**src/rtl/bsg_bp_mem_channel_splitter.sv**
```systemverilog
// N-way BedRock memory command splitter: steers commands to interleaved channels and
// returns responses in command order through an order FIFO of channel ids.
module bsg_bp_mem_channel_splitter #(
    parameter int unsigned num_channels_p    = 2,
    parameter int unsigned msg_width_p       = 128,
    parameter int unsigned paddr_width_p     = 40,
    parameter int unsigned block_offset_p    = 6,
    parameter int unsigned hash_mode_p       = 0,
    parameter int unsigned max_outstanding_p = 8,
    localparam int unsigned lg_lp    = (num_channels_p > 1) ? $clog2(num_channels_p) : 1,
    localparam int unsigned cnt_w_lp = $clog2(max_outstanding_p + 1),
    localparam int unsigned ptr_w_lp = (max_outstanding_p > 1) ? $clog2(max_outstanding_p) : 1
) (
    input  logic                                  clk_i,
    input  logic                                  reset_n_i,
    input  logic [msg_width_p-1:0]                cmd_i,
    input  logic [paddr_width_p-1:0]              cmd_addr_i,
    input  logic                                  cmd_v_i,
    output logic                                  cmd_ready_o,
    output logic [msg_width_p-1:0]                resp_o,
    output logic                                  resp_v_o,
    input  logic                                  resp_yumi_i,
    output logic [num_channels_p*msg_width_p-1:0] chan_cmd_o,
    output logic [num_channels_p-1:0]             chan_cmd_v_o,
    input  logic [num_channels_p-1:0]             chan_cmd_ready_i,
    input  logic [num_channels_p*msg_width_p-1:0] chan_resp_i,
    input  logic [num_channels_p-1:0]             chan_resp_v_i,
    output logic [num_channels_p-1:0]             chan_resp_yumi_o,
    output logic [cnt_w_lp-1:0]                   outstanding_o,
    output logic                                  err_o
);

    localparam int unsigned span_lp   = paddr_width_p - block_offset_p;
    localparam int unsigned chunks_lp = (span_lp + lg_lp - 1) / lg_lp;
    localparam logic [cnt_w_lp-1:0] max_cnt_lp  = cnt_w_lp'(max_outstanding_p);
    localparam logic [ptr_w_lp-1:0] last_ptr_lp = ptr_w_lp'(max_outstanding_p - 1);

    logic [lg_lp-1:0]    fifo_q [max_outstanding_p];
    logic [ptr_w_lp-1:0] rptr_q, rptr_d;
    logic [ptr_w_lp-1:0] wptr_q, wptr_d;
    logic [cnt_w_lp-1:0] outstanding_q, outstanding_d;
    logic [cnt_w_lp-1:0] cnt_q [num_channels_p];
    logic [cnt_w_lp-1:0] cnt_d [num_channels_p];
    logic                err_q, err_d;

    logic [span_lp-1:0]        span;
    logic [lg_lp-1:0]          sel;
    logic [lg_lp-1:0]          head;
    logic                      full, empty;
    logic                      ready_sel;
    logic                      fire, pop;
    logic [num_channels_p-1:0] inc_vec, dec_vec;
    logic                      sat_err, unsolicited, bad_yumi;

    assign span = cmd_addr_i[paddr_width_p-1:block_offset_p];

    if (block_offset_p > 0) begin : g_unused_offset
        logic unused_offset_bits;
        assign unused_offset_bits = ^cmd_addr_i[block_offset_p-1:0];
    end

    // Hash mode folds every lg-bit chunk above the granule; the shift zero-pads the top one.
    always_comb begin
        sel = '0;
        if (num_channels_p > 1) begin
            if (hash_mode_p == 0) begin
                sel = cmd_addr_i[block_offset_p +: lg_lp];
            end else begin
                for (int k = 0; k < chunks_lp; k++) begin
                    sel = sel ^ lg_lp'(span >> (k * lg_lp));
                end
            end
        end
    end

    assign full  = (outstanding_q == max_cnt_lp);
    assign empty = (outstanding_q == '0);
    assign head  = fifo_q[rptr_q];

    always_comb begin
        ready_sel = 1'b0;
        for (int c = 0; c < num_channels_p; c++) begin
            if (lg_lp'(c) == sel) begin
                ready_sel = chan_cmd_ready_i[c];
            end
        end
    end

    assign chan_cmd_o  = {num_channels_p{cmd_i}};
    assign cmd_ready_o = reset_n_i & ~full & ready_sel;
    assign fire        = cmd_v_i & cmd_ready_o;
    assign pop         = resp_yumi_i & ~empty;

    always_comb begin
        chan_cmd_v_o     = '0;
        chan_resp_yumi_o = '0;
        inc_vec          = '0;
        dec_vec          = '0;
        resp_o           = '0;
        resp_v_o         = 1'b0;
        for (int c = 0; c < num_channels_p; c++) begin
            chan_cmd_v_o[c]     = reset_n_i & cmd_v_i & ~full & (lg_lp'(c) == sel);
            chan_resp_yumi_o[c] = resp_yumi_i & ~empty & (lg_lp'(c) == head);
            inc_vec[c]          = fire & (lg_lp'(c) == sel);
            dec_vec[c]          = pop & (lg_lp'(c) == head);
            if (lg_lp'(c) == head) begin
                resp_o   = chan_resp_i[c*msg_width_p +: msg_width_p];
                resp_v_o = ~empty & chan_resp_v_i[c];
            end
        end
    end

    // Counters hold their value on saturation; hitting a rail flags a protocol error.
    always_comb begin
        cnt_d       = cnt_q;
        sat_err     = 1'b0;
        unsolicited = 1'b0;
        for (int c = 0; c < num_channels_p; c++) begin
            if (chan_resp_v_i[c] && (cnt_q[c] == '0)) begin
                unsolicited = 1'b1;
            end
            if (inc_vec[c] && !dec_vec[c]) begin
                if (cnt_q[c] == max_cnt_lp) begin
                    sat_err = 1'b1;
                end else begin
                    cnt_d[c] = cnt_q[c] + 1'b1;
                end
            end else if (dec_vec[c] && !inc_vec[c]) begin
                if (cnt_q[c] == '0) begin
                    sat_err = 1'b1;
                end else begin
                    cnt_d[c] = cnt_q[c] - 1'b1;
                end
            end
        end
    end

    assign bad_yumi = resp_yumi_i & ~resp_v_o;
    assign err_d    = err_q | bad_yumi | unsolicited | sat_err;

    always_comb begin
        rptr_d        = rptr_q;
        wptr_d        = wptr_q;
        outstanding_d = outstanding_q;
        if (fire) begin
            wptr_d = (wptr_q == last_ptr_lp) ? '0 : wptr_q + 1'b1;
        end
        if (pop) begin
            rptr_d = (rptr_q == last_ptr_lp) ? '0 : rptr_q + 1'b1;
        end
        if (fire && !pop) begin
            outstanding_d = outstanding_q + 1'b1;
        end else if (pop && !fire) begin
            outstanding_d = outstanding_q - 1'b1;
        end
    end

    always_ff @(posedge clk_i) begin
        if (fire) begin
            fifo_q[wptr_q] <= sel;
        end
    end

    always_ff @(posedge clk_i or negedge reset_n_i) begin
        if (!reset_n_i) begin
            rptr_q        <= '0;
            wptr_q        <= '0;
            outstanding_q <= '0;
            err_q         <= 1'b0;
            for (int c = 0; c < num_channels_p; c++) begin
                cnt_q[c] <= '0;
            end
        end else begin
            rptr_q        <= rptr_d;
            wptr_q        <= wptr_d;
            outstanding_q <= outstanding_d;
            err_q         <= err_d;
            cnt_q         <= cnt_d;
        end
    end

    assign outstanding_o = outstanding_q;
    assign err_o         = err_q;

endmodule
```
**config.mk**
```make
export PLATFORM = sky130hd
export DESIGN_NAME = bsg_bp_mem_channel_splitter
export DESIGN_NICKNAME = d
export VERILOG_FILES = /design/src/rtl/bsg_bp_mem_channel_splitter.sv
export SDC_FILE = /design/constraint.sdc
export NUM_CORES = 1
export LEC_CHECK = 0
export CORE_AREA = 2 2 320 322
export DETAILED_ROUTE_END_ITERATION = 12
export DIE_AREA = 0 0 322 324
export PLACE_DENSITY_LB_ADDON = 0.2
export SYNTH_ARGS = -nofsm -noshare
export SYNTH_HDL_FRONTEND = slang
export SYNTH_SLANG_ARGS = --single-unit
```
**constraint.sdc**
```tcl
create_clock -name clk_i -period 3.1 [get_ports clk_i]
set_input_delay 0.465 -clock clk_i [delete_from_list [all_inputs] [get_ports clk_i]]
set_output_delay 0.465 -clock clk_i [all_outputs]
set_load 0.01 [all_outputs]
```
==> impl_metrics.yaml <==
place:
  finalWeightedCongestion: 0.656
  port_buffers: 403
  hpwl_um: 25700
  placed_cell_area_um2: 9120
synth:
  synth_nets: 1007
  async_flop_share_pct: 70.4
  synth_xor_area_share_pct: 1.72
  synth_mux_area_share_pct: 30.7
  seq_area_frac_synth_pct: 14.1
  synthFlopType: "dfrtp_1"
  yosysTopAreaCell: "buf_4"
  ys_types: 44
  synth_most_common_cell: "buf_4"
  syn_avg_cell_area_um2: 9.09
  synthCells: 560
  ys_seq_elements: 27
  ys_top_cells_by_area: "buf_4 38%, mux2_2 29%, dfrtp_1 9.3%"
  yosys.area.top_type_share_pct: 37.8
  yosysWarnings: 0
  syn_area_um2: 5090
  synth_enable_flop_cells: 8
  synth_compound_area_share_pct: 3.66
  synth_top_family_by_area: "buffers and inverters"
  synth_fa_ha_area_share_pct: 3.83
  yosys-top-cells-count: "256 x buf_4, 130 x mux2_2, 19 x dfrtp_1"
  yosys.area_share.simple_pct: 6.00
detailed_routing:
  drtIter0Drc: 86
  wl_per_cell_um: 14.0
  vias: 4411
  drc_errors: 0
  drt_first_pass_iters: 4
  ant_nets: 0
  finalWirelength_um: 28800
  drt-vias-per-instance: 2.15
timing:
  slew_viol_final: 0
  tns_ns: -0.207
  worst_slew_pin_slew_ns: 0.416
  hold_viol: 0
  finalCritPeriodShare_pct: 101
  relSlewSlack_pct: 72.0
  rsz0062_at_grt: "yes"
  max_freq_mhz: 319
  finalSetupViolations: 10
  min_period_ns: 3.13
  finClkSkew_ns: 0.00714
  layout_setup_ws_ns: -0.0342
floorplanning:
  ioPinCount: 827
  die_area_um2: 104000
  fp.dieW_um: 322
  fp.dieH_um: 324
  floorplan.rows: 117
  initial_core_util_pct: 5.04
  core_um2: 101000
setup_path:
  crit_arrival_ns: 2.67
  rrSetupSlack_ns: 0.28
  r2r_end: "cnt_q[7]$_DFFE_PN0P_"
  cp_max_fo: 17
  max_stage_delay_ns: 0.53
  crit_family: "multiplexers"
  reg2reg_depth: 11
  r2r-start: "rptr_q[0]$_DFFE_PN0P_"
  setup.worst_path.start_class: "register"
  cpMaxStageDelayCell: "mux4_2"
  worst_ep_required_time_ns: 2.63
  cp_num_buf_inv: 3
  crit_chain: "mux4_2, mux2i_4, buf_12, buf_4, mux2_2, clkdlybuf4s50_1"
  critical_path.endpoint: "resp_o[52]"
  worstSetupEndpointType: "output pin"
  startpoint: "rptr_q[0]$_DFFE_PN0P_"
  cp.depth: 6
  worstSetupPathType: "register to output pin"
global_route:
  met2_usage_pct: 7.22
  grt_overflow: 0
  grt_usage_pct: 4.98
  busiest_layer: "met2"
  antenna_found_initial: 1
  grtUsageMet1_pct: 5.12
  grt_pass1_wl_um: 35900
  use_met3_pct: 3.76
  grt_max_degree: 21
  grt_pass1_vias: 4568
power_and_ir_drop:
  switchingPower_uw: 2690
  seqPwrFrac_pct: 10.1
  power.total_uw: 6300
  p_int_uw: 3610
  p_leak_uw: 0.00333
  ir_drop_mv: 0.269
  pwr-share-clk_pct: 4.9
  swShare_pct: 42.7
  comb_power_share_pct: 85.0
  power.density_nw_per_um2: 682
cts:
  path_clk_slew_ns: 0.07
  cts.sinks: 27
  clockBufferDepth: 2
  cts_root_buf: "clkbuf_16"
  cts_hold_buf: 0
  cts_max_level: 1
  clk_latency_ns: 0.27
  numCtsBuffers: 3
  cts_tree: "yes"
cells_and_area:
  fin_area_um2: 9230
  area_delta_synth_final_pct: 81.3
  num-nets-final: 1190
  drive_above_1_share_pct: 29.6
status:
  status: "finished, violations left"
  violations: "negative setup slack"
min_path:
  hp-class: "register to register"
run:
  drv_cap: 0
[per-stage QoR]
stage                     util (%)  worst slack, ns  cells  hold slack, ns
after global routing          9.13           -0.160   2051           0.557
after floorplan                  -           0.0158    560           0.169
after global placement        9.03           0.0282   2042           0.512
final                         9.14          -0.0342   2053           0.523
after CTS                     9.08           -0.147   2050           0.527
after detailed placement      9.03           0.0839   2042           0.487
[layout make-up]
type	instances	area [um^2]
timing repair buffer	449	4370
inverter	11	41.3
multi-input combinational	251	2380
clock buffer	3	75.1
clock inverter	1	7.51
sequential	27	717
antenna	2	5.00
fill	11800	91800
tap	1309	1640
[routing by layer]
layer  wire length [um]  up-vias
met3               5150      129
met1              10200     1930
met4               1670        0
met5                  0        -
li1                   -     2002
met2              11800      350
[power by group through the flow]
stage                     combinational, uW  sequential (uW)  clock (uW)
final                                  5350              636         308
after global routing                   5880              665         342
after CTS                              5530              637         329
after detailed placement               5650              643           0
after global placement                 5690              645           0
after floorplan                        2770              644           0
[worst min-delay path by stage]
stage,cells after the start,endpoint,from,slack (ns)
3_5_place_dp,2,err_o$_DFF_PN0_,err_o$_DFF_PN0_,0.49
5_1_grt,1,cnt_q[3]$_DFFE_PN0P_,cnt_q[3]$_DFFE_PN0P_,0.56
6_report,2,err_o$_DFF_PN0_,err_o$_DFF_PN0_,0.52
4_1_cts,2,err_o$_DFF_PN0_,err_o$_DFF_PN0_,0.53
2_1_floorplan,0,cnt_q[0]$_DFFE_PN0P_,reset_n_i,0.17
3_3_place_gp,2,err_o$_DFF_PN0_,err_o$_DFF_PN0_,0.51
[what timing repair did]
action	CTS	global route
endpoints found under the hold margin	0	0
resized for setup	103	37
setup buffers	3	1
setup endpoints to repair	111	80
gates cloned	1	0
[sequential cells by signal, summed over array words and instances (netlist names)]
| register | cells |
|---|---|
| err_o | 1 |
| rptr_q | 3 |
| wptr_q | 3 |
| cnt_q | 8 |
| fifo_q | 8 |
| outstanding_o | 4 |
[logic make-up after synthesis]
kind of cell    after synthesis
fa+ha+maj                    15
flops                        27
simple gates                 61
buf+inv                     282
mux                         136
compound gates               29
xor+xnor                     10
[worst register-to-register path, delay by kind of cell, from the launching register on]
kind | cells | cell delay [ns]
multiplexers | 2 | 0.73
AND/OR/NAND/NOR | 1 | 0.12
AO/OA/AOI/OAI | 4 | 0.74
flip-flops | 1 | 0.40
adder cells (fa/ha/maj) | 1 | 0.29
buffers and inverters | 3 | 0.47
[placed cells by master, fill, tap and decap left out, drive strengths merged, types with 2 or more instances in the layout]
cell type	instances
nand2	17
o22ai	2
edfxtp	8
dlygate4sd2	77
or3	2
dfrtp	19
a21o	3
nand3b	2
nand2b	3
nor3	7
dlymetal6s2s	10
nor2b	4
mux4	2
nor2	12
inv	11
mux2	131
clkdlybuf4s15	4
mux2i	3
nand3	5
o21ai	9
ha	14
xnor2	5
and2	2
a21oi	8
buf	64
xor2	5
clkdlybuf4s50	286
clkbuf	11
diode	2
Note: power is estimated with default switching activity, not from simulation.
